`src/rtl/cpu_control_fsm.sv`:
```
// Multi-cycle control sequencer for the 16-bit CPU: walks each instruction through
// fetch, decode and execute/memory/branch, driving datapath enables and selects.
module cpu_control_fsm #(
  parameter int PC_W = 16
) (
  input  logic            clk,
  input  logic            reset,
  input  logic            run,
  input  logic [1:0]      instr_type,
  input  logic            is_load,
  input  logic [7:0]      op,
  input  logic            ri_in,
  input  logic            z_flag,
  input  logic            n_flag,
  output logic            ir_en,
  output logic            pc_en,
  output logic [1:0]      pc_sel,
  output logic            mem_addr_sel,
  output logic            mem_we,
  output logic            reg_we,
  output logic            wb_sel,
  output logic            alu_imm_sel,
  output logic            flag_en,
  output logic [2:0]      state,
  output logic [PC_W-1:0] instr_count
);

  typedef enum logic [2:0] {
    S_FETCH      = 3'd0,
    S_FETCH_WAIT = 3'd1,
    S_DECODE     = 3'd2,
    S_EXEC       = 3'd3,
    S_MEM        = 3'd4,
    S_LOAD_WB    = 3'd5,
    S_BRANCH     = 3'd6
  } state_t;

  localparam logic [7:0] OP_CMP     = 8'b0000_1011;
  localparam logic [1:0] TYPE_ALU   = 2'b00;
  localparam logic [1:0] TYPE_STORE = 2'b01;
  localparam logic [1:0] TYPE_JUMP  = 2'b11;

  state_t          r_state;
  logic [1:0]      r_type;
  logic [7:0]      r_op;
  logic            r_ri;
  logic [PC_W-1:0] r_count;
  logic            w_taken;

  // instr_type alone classifies the instruction, so the decoder's is_load is not consulted.
  logic w_unused_is_load;
  assign w_unused_is_load = is_load;

  always_ff @(posedge clk or posedge reset) begin
    if (reset) begin
      r_state <= S_FETCH;
      r_type  <= 2'b00;
      r_op    <= 8'h00;
      r_ri    <= 1'b0;
      r_count <= '0;
    end else begin
      if (pc_en) r_count <= r_count + PC_W'(1);
      case (r_state)
        S_FETCH:      if (run) r_state <= S_FETCH_WAIT;
        S_FETCH_WAIT: r_state <= S_DECODE;
        S_DECODE: begin
          r_type <= instr_type;
          r_op   <= op;
          r_ri   <= ri_in;
          if (instr_type == TYPE_ALU)       r_state <= S_EXEC;
          else if (instr_type == TYPE_JUMP) r_state <= S_BRANCH;
          else                              r_state <= S_MEM;
        end
        S_MEM:   r_state <= (r_type == TYPE_STORE) ? S_FETCH : S_LOAD_WB;
        default: r_state <= S_FETCH;
      endcase
    end
  end

  // Branch condition uses the live flags so an update from the previous EXEC is honoured.
  always_comb begin
    w_taken = 1'b0;
    case (r_op[3:0])
      4'b0000: w_taken = z_flag;
      4'b0001: w_taken = ~z_flag;
      4'b0110: w_taken = n_flag;
      4'b0111: w_taken = ~n_flag;
      4'b1110: w_taken = 1'b1;
      default: w_taken = 1'b0;
    endcase
  end

  always_comb begin
    ir_en        = 1'b0;
    pc_en        = 1'b0;
    pc_sel       = 2'b00;
    mem_addr_sel = 1'b0;
    mem_we       = 1'b0;
    reg_we       = 1'b0;
    wb_sel       = 1'b0;
    alu_imm_sel  = 1'b0;
    flag_en      = 1'b0;
    case (r_state)
      S_FETCH_WAIT: ir_en = 1'b1;
      S_EXEC: begin
        alu_imm_sel = r_ri;
        flag_en     = 1'b1;
        pc_en       = 1'b1;
        reg_we      = (r_op != OP_CMP);
      end
      S_MEM: begin
        mem_addr_sel = 1'b1;
        if (r_type == TYPE_STORE) begin
          mem_we = 1'b1;
          pc_en  = 1'b1;
        end
      end
      S_LOAD_WB: begin
        mem_addr_sel = 1'b1;
        wb_sel       = 1'b1;
        reg_we       = 1'b1;
        pc_en        = 1'b1;
      end
      S_BRANCH: begin
        pc_en = 1'b1;
        if (w_taken) pc_sel = r_op[7] ? 2'b01 : 2'b10;
      end
      default: ;
    endcase
  end

  assign state       = r_state;
  assign instr_count = r_count;

endmodule

```
`config.mk`:
```
export PLATFORM = sky130hd
export DESIGN_NAME = cpu_control_fsm
export DESIGN_NICKNAME = d
export VERILOG_FILES = /design/src/rtl/cpu_control_fsm.sv
export SDC_FILE = /design/constraint.sdc
export NUM_CORES = 1
export LEC_CHECK = 0
export ABC_AREA = 1
export CAP_MARGIN = 20
export CORE_MARGIN = 1
export CORE_UTILIZATION = 46
export CTS_BUF_LIST = sky130_fd_sc_hd__clkbuf_4
export CTS_CLUSTER_DIAMETER = 40
export DETAILED_ROUTE_END_ITERATION = 8
export HOLD_SLACK_MARGIN = 0.02
export PLACE_DENSITY = 0.86
export SLEW_MARGIN = 40
export SYNTH_ARGS = -nofsm -noshare
export SYNTH_HDL_FRONTEND = slang
export SYNTH_SLANG_ARGS = --single-unit
```
`constraint.sdc`:
```
create_clock -name clk -period 1.6 [get_ports clk]
set_input_delay 0.16 -clock clk [delete_from_list [all_inputs] [get_ports clk]]
set_output_delay 0.16 -clock clk [all_outputs]
set_load 0.1 [all_outputs]
```
==> results of run 1 <==
-- logic make-up (layout without fill, tap and decap cells) --
family / count (synthesis) / in the layout / share of synthesized area, %
simple gates: 125 / 125 / 31.1
buf+inv: 34 / 111 / 8.36
flops: 30 / 30 / 44.8
compound gates: 26 / 26 / 8.58
xor+xnor: 7 / 7 / 3.66
mux: 3 / 3 / 2.01
fa+ha+maj: 2 / 2 / 1.49
-- where the power goes --
group	leakage, nW	total [mW]	switching [mW]	internal (mW)
clock	0.0286	0.463	0.299	0.163
combinational	1.01	4.56	2.82	1.74
sequential	0.373	1.33	0.305	1.02
-- flip-flops by register name (all words and copies together) (netlist names) --
name	count
instr_count	16
r_op	8
state	3
r_type	2
r_ri	1
-- Yosys cell counts --
master                     count  area (um2)
sky130_fd_sc_hd__nand2_1      71         267
sky130_fd_sc_hd__dfrtp_1      30         751
sky130_fd_sc_hd__nor2_1       28         105
sky130_fd_sc_hd__inv_1        27         101
sky130_fd_sc_hd__nand3_1      13        65.1
sky130_fd_sc_hd__o21ai_0      13        65.1
sky130_fd_sc_hd__a21oi_1       8        40.0
sky130_fd_sc_hd__nand4_1       4        25.0
sky130_fd_sc_hd__xor2_1        4        35.0
sky130_fd_sc_hd__inv_2         3        11.3
sky130_fd_sc_hd__mux2_2        3        33.8
sky130_fd_sc_hd__nor3_1        3        15.0
sky130_fd_sc_hd__xnor2_1       3        26.3
sky130_fd_sc_hd__ha_1          2        25.0
sky130_fd_sc_hd__nand3b_1      2        15.0
sky130_fd_sc_hd__nor4_1        2        12.5
sky130_fd_sc_hd__o21bai_1      2        15.0
sky130_fd_sc_hd__a21boi_0      1        7.51
sky130_fd_sc_hd__buf_2         1        5.00
sky130_fd_sc_hd__buf_4         1        7.51
sky130_fd_sc_hd__buf_6         1        11.3
sky130_fd_sc_hd__clkbuf_1      1        3.75
sky130_fd_sc_hd__nand2_4       1        11.3
sky130_fd_sc_hd__nor2_2        1        6.26
sky130_fd_sc_hd__o211ai_1      1        7.51
sky130_fd_sc_hd__o21ai_2       1        8.76
-- path summary, 6_finish.rpt --
path	startpoint	end	slack, ps	cells after the start
hold / removal	reset	instr_count[11]$_DFFE_PP0P_	170	3
max in group asynchronous	reset	state[2]$_DFFE_PP0P_	1090	3
setup reg to reg	state[0]$_DFFE_PP0P_	instr_count[0]$_DFFE_PP0P_	-230	10
hold reg to reg	r_op[5]$_DFFE_PP0P_	r_op[5]$_DFFE_PP0P_	540	1
min in group clk	op[1]	r_op[1]$_DFFE_PP0P_	380	3
setup / recovery	state[0]$_DFFE_PP0P_	pc_en	-250	7
-- area by class of cell --
| type | instances | area, um2 |
|---|---|---|
| Clock inverter | 3 | 16.3 |
| Timing Repair Buffer | 72 | 1030 |
| Clock buffer | 5 | 37.5 |
| Tap cell | 46 | 57.6 |
| Fill cell | 119 | 265 |
| Multi-Input combinational cell | 163 | 1080 |
| Timing Repair inverter | 1 | 11.3 |
| Inverter | 30 | 156 |
| Sequential cell | 30 | 767 |
-- routing by layer --
metal | wire [um] | vias to the layer above | global-route usage [%]
li1 | - | 867 | -
met1 | 2520 | 1000 | 30.7
met2 | 3800 | 156 | 54.1
met3 | 502 | 52 | 5.66
met4 | 444 | 0 | 19.2
met5 | 0 | - | 0
-- critical path, stage by stage (launching register included) --
cell and delay [ps]:
sky130_fd_sc_hd__dfrtp_4 530, sky130_fd_sc_hd__buf_8 160, sky130_fd_sc_hd__inv_8 70, sky130_fd_sc_hd__nand3_4 80, sky130_fd_sc_hd__nor2_4 160, sky130_fd_sc_hd__inv_2 90
sky130_fd_sc_hd__nand2_8 90, sky130_fd_sc_hd__buf_12 170
-- layout by cell type, fill, tap and decap left out, types with 8 or more instances in the layout --
master / count
sky130_fd_sc_hd__buf_12: 31
sky130_fd_sc_hd__buf_4: 15
sky130_fd_sc_hd__buf_6: 8
sky130_fd_sc_hd__clkdlybuf4s50_1: 15
sky130_fd_sc_hd__dfrtp_1: 23
sky130_fd_sc_hd__inv_1: 21
sky130_fd_sc_hd__nand2_1: 46
sky130_fd_sc_hd__nand2_2: 14
sky130_fd_sc_hd__nand2_4: 10
sky130_fd_sc_hd__nand3_1: 9
sky130_fd_sc_hd__nor2_1: 23
-- repair_timing --
item / in CTS / in global routing
gates resized for setup: 23 / 65
gates cloned: 0 / 2
setup endpoints to repair: 10 / 29
pin swaps: 7 / 18
buffers inserted: 5 / 7
-- stage by stage --
step                hold WS [ps]  TNS, ps  utilization [%]  cell area [um2]
detailed placement           475        0             78.2             2670
finish                       175    -4090             92.2             3150
floorplan                    251    -7480                -             1800
global route                 218    -5220             92.2             3150
global placement             473        0             78.2             2670
CTS                          182    -1100             83.7             2860
==> results by group, run 1 <==
Outcome
  • Result of the run: finished, violations left
  • Failing checks: negative setup slack

Place
  • Number of port buffers: 44
  • Cell total after placement: 328
  • Total half-perimeter wirelength after legalization and detailed placement: 3390 um
  • GP Congestion: 0.811
  • Post-Place Worst Slack: 13.2 ps

Clocking
  • Clock latency at the later pin of the worst-skew pair: 350 ps
  • Clock input transition at the sequential cells of the worst setup and hold paths: 110 ps
  • Clock tree from TritonCTS: yes
  • CTS hold repair buffers: 0
  • CTS Root Buffer Type: sky130_fd_sc_hd__clkbuf_4
  • Number of buffers inserted during clock tree synthesis: 5
  • CTS H-tree depth: 2
  • Deepest clock path buffer count: 2
  • Number of sinks driven by the clock tree: 30

Timing
  • Period Utilization, post-route: 116%
  • Relative slew slack: 73.9%
  • Unrepaired setup endpoints after global routing: yes
  • Final hold vios: 0
  • Period minus WS final: 1850 ps
  • Final max-slew violation count: 0
  • Final worst setup slack: -254 ps
  • Fmax: 0.540 GHz
  • Clk_skew: 19.3 ps
  • Final setup violation count: 29
  • Tightest Pin Transition: 391 ps

GRT
  • Global Route Usage Sum: 29.6%
  • Remaining global-route overflow: 0
  • Antenna violations before repair: 0
  • Global-route wire length before repair: 8670 um
  • Pin count of the biggest net entering global routing: 31
  • Number of global-route vias before repair: 1888

Setup path
  • Kind of end point of the critical path: output port
  • Data required time at the worst endpoint: 1440 ps
  • Highest fanout seen on the critical path: 5
  • Setup crit start kind: flop
  • Arrival time at the worst endpoint: 1690 ps
  • Setup CP Type: reg -> out

Die
  • Die Wd: 62.4 um
  • Starting density of the core: 49.1%
  • I/O pin total: 46
  • DIE AREA: 3890 um2
  • Height of the die: 62.4 um
  • Core area: 3420 um2
  • Number of placement rows: 21

Synth
  • Syn Nets: 246
  • Syn Inst Count: 227
  • Yosys cell types: 26
  • Number of warnings issued by yosys: 0
  • Flip-flop and latch count after synthesis: 30
  • Sequential area share after synthesis: 44.8%
  • Post-Syn Area: 1680 um2
  • Syn avg cell area: 7.39 um2

Finish
  • Total inserted antenna cells: 0
  • Area added between synthesis and finish: 87.9%
  • Number of standard cells in the final layout excluding fillers: 350
  • Layout cell share with drive strength beyond 1: 43.4%
  • Number of nets in the final layout: 322

Job
  • Number of max-capacitance violations reported: 0

Drt
  • Number of DRC markers after the initial detailed-route iteration: 159
  • Remaining antenna violation count after routing: 0
  • Number of DRC violations after detailed routing: 0
  • Overall via count from detail_route: 2075
  • Count of TritonRoute iterations in the first routing pass: 5
  • Routed WL per cell: 20.8 um
  • Detailed-route vias per instance: 5.93
  • Total wirelength of the detailed-routed design: 7270 um

Worst hold path
  • Kind of path behind the tightest hold check: in -> async

Power and ir drop
  • Leak pwr: 1.42 nW
  • Power density over the cells: 2020 nW/um2
  • Worst vdd ir: 0.00222 V
  • Post-layout total power: 6.35 mW
Note: power is estimated with default switching activity, not from simulation.
==> run 2: changes to the inputs <==
--- a/config.mk
+++ b/config.mk
@@ -6,7 +6,7 @@
 export NUM_CORES = 1
 export LEC_CHECK = 0
 export ABC_AREA = 1
-export CAP_MARGIN = 20
+export CAP_MARGIN = 10
 export CORE_MARGIN = 1
 export CORE_UTILIZATION = 46
 export CTS_BUF_LIST = sky130_fd_sc_hd__clkbuf_4
==> results of run 2 <==
Final layout, timing and power as in run 1 (identical DEF).
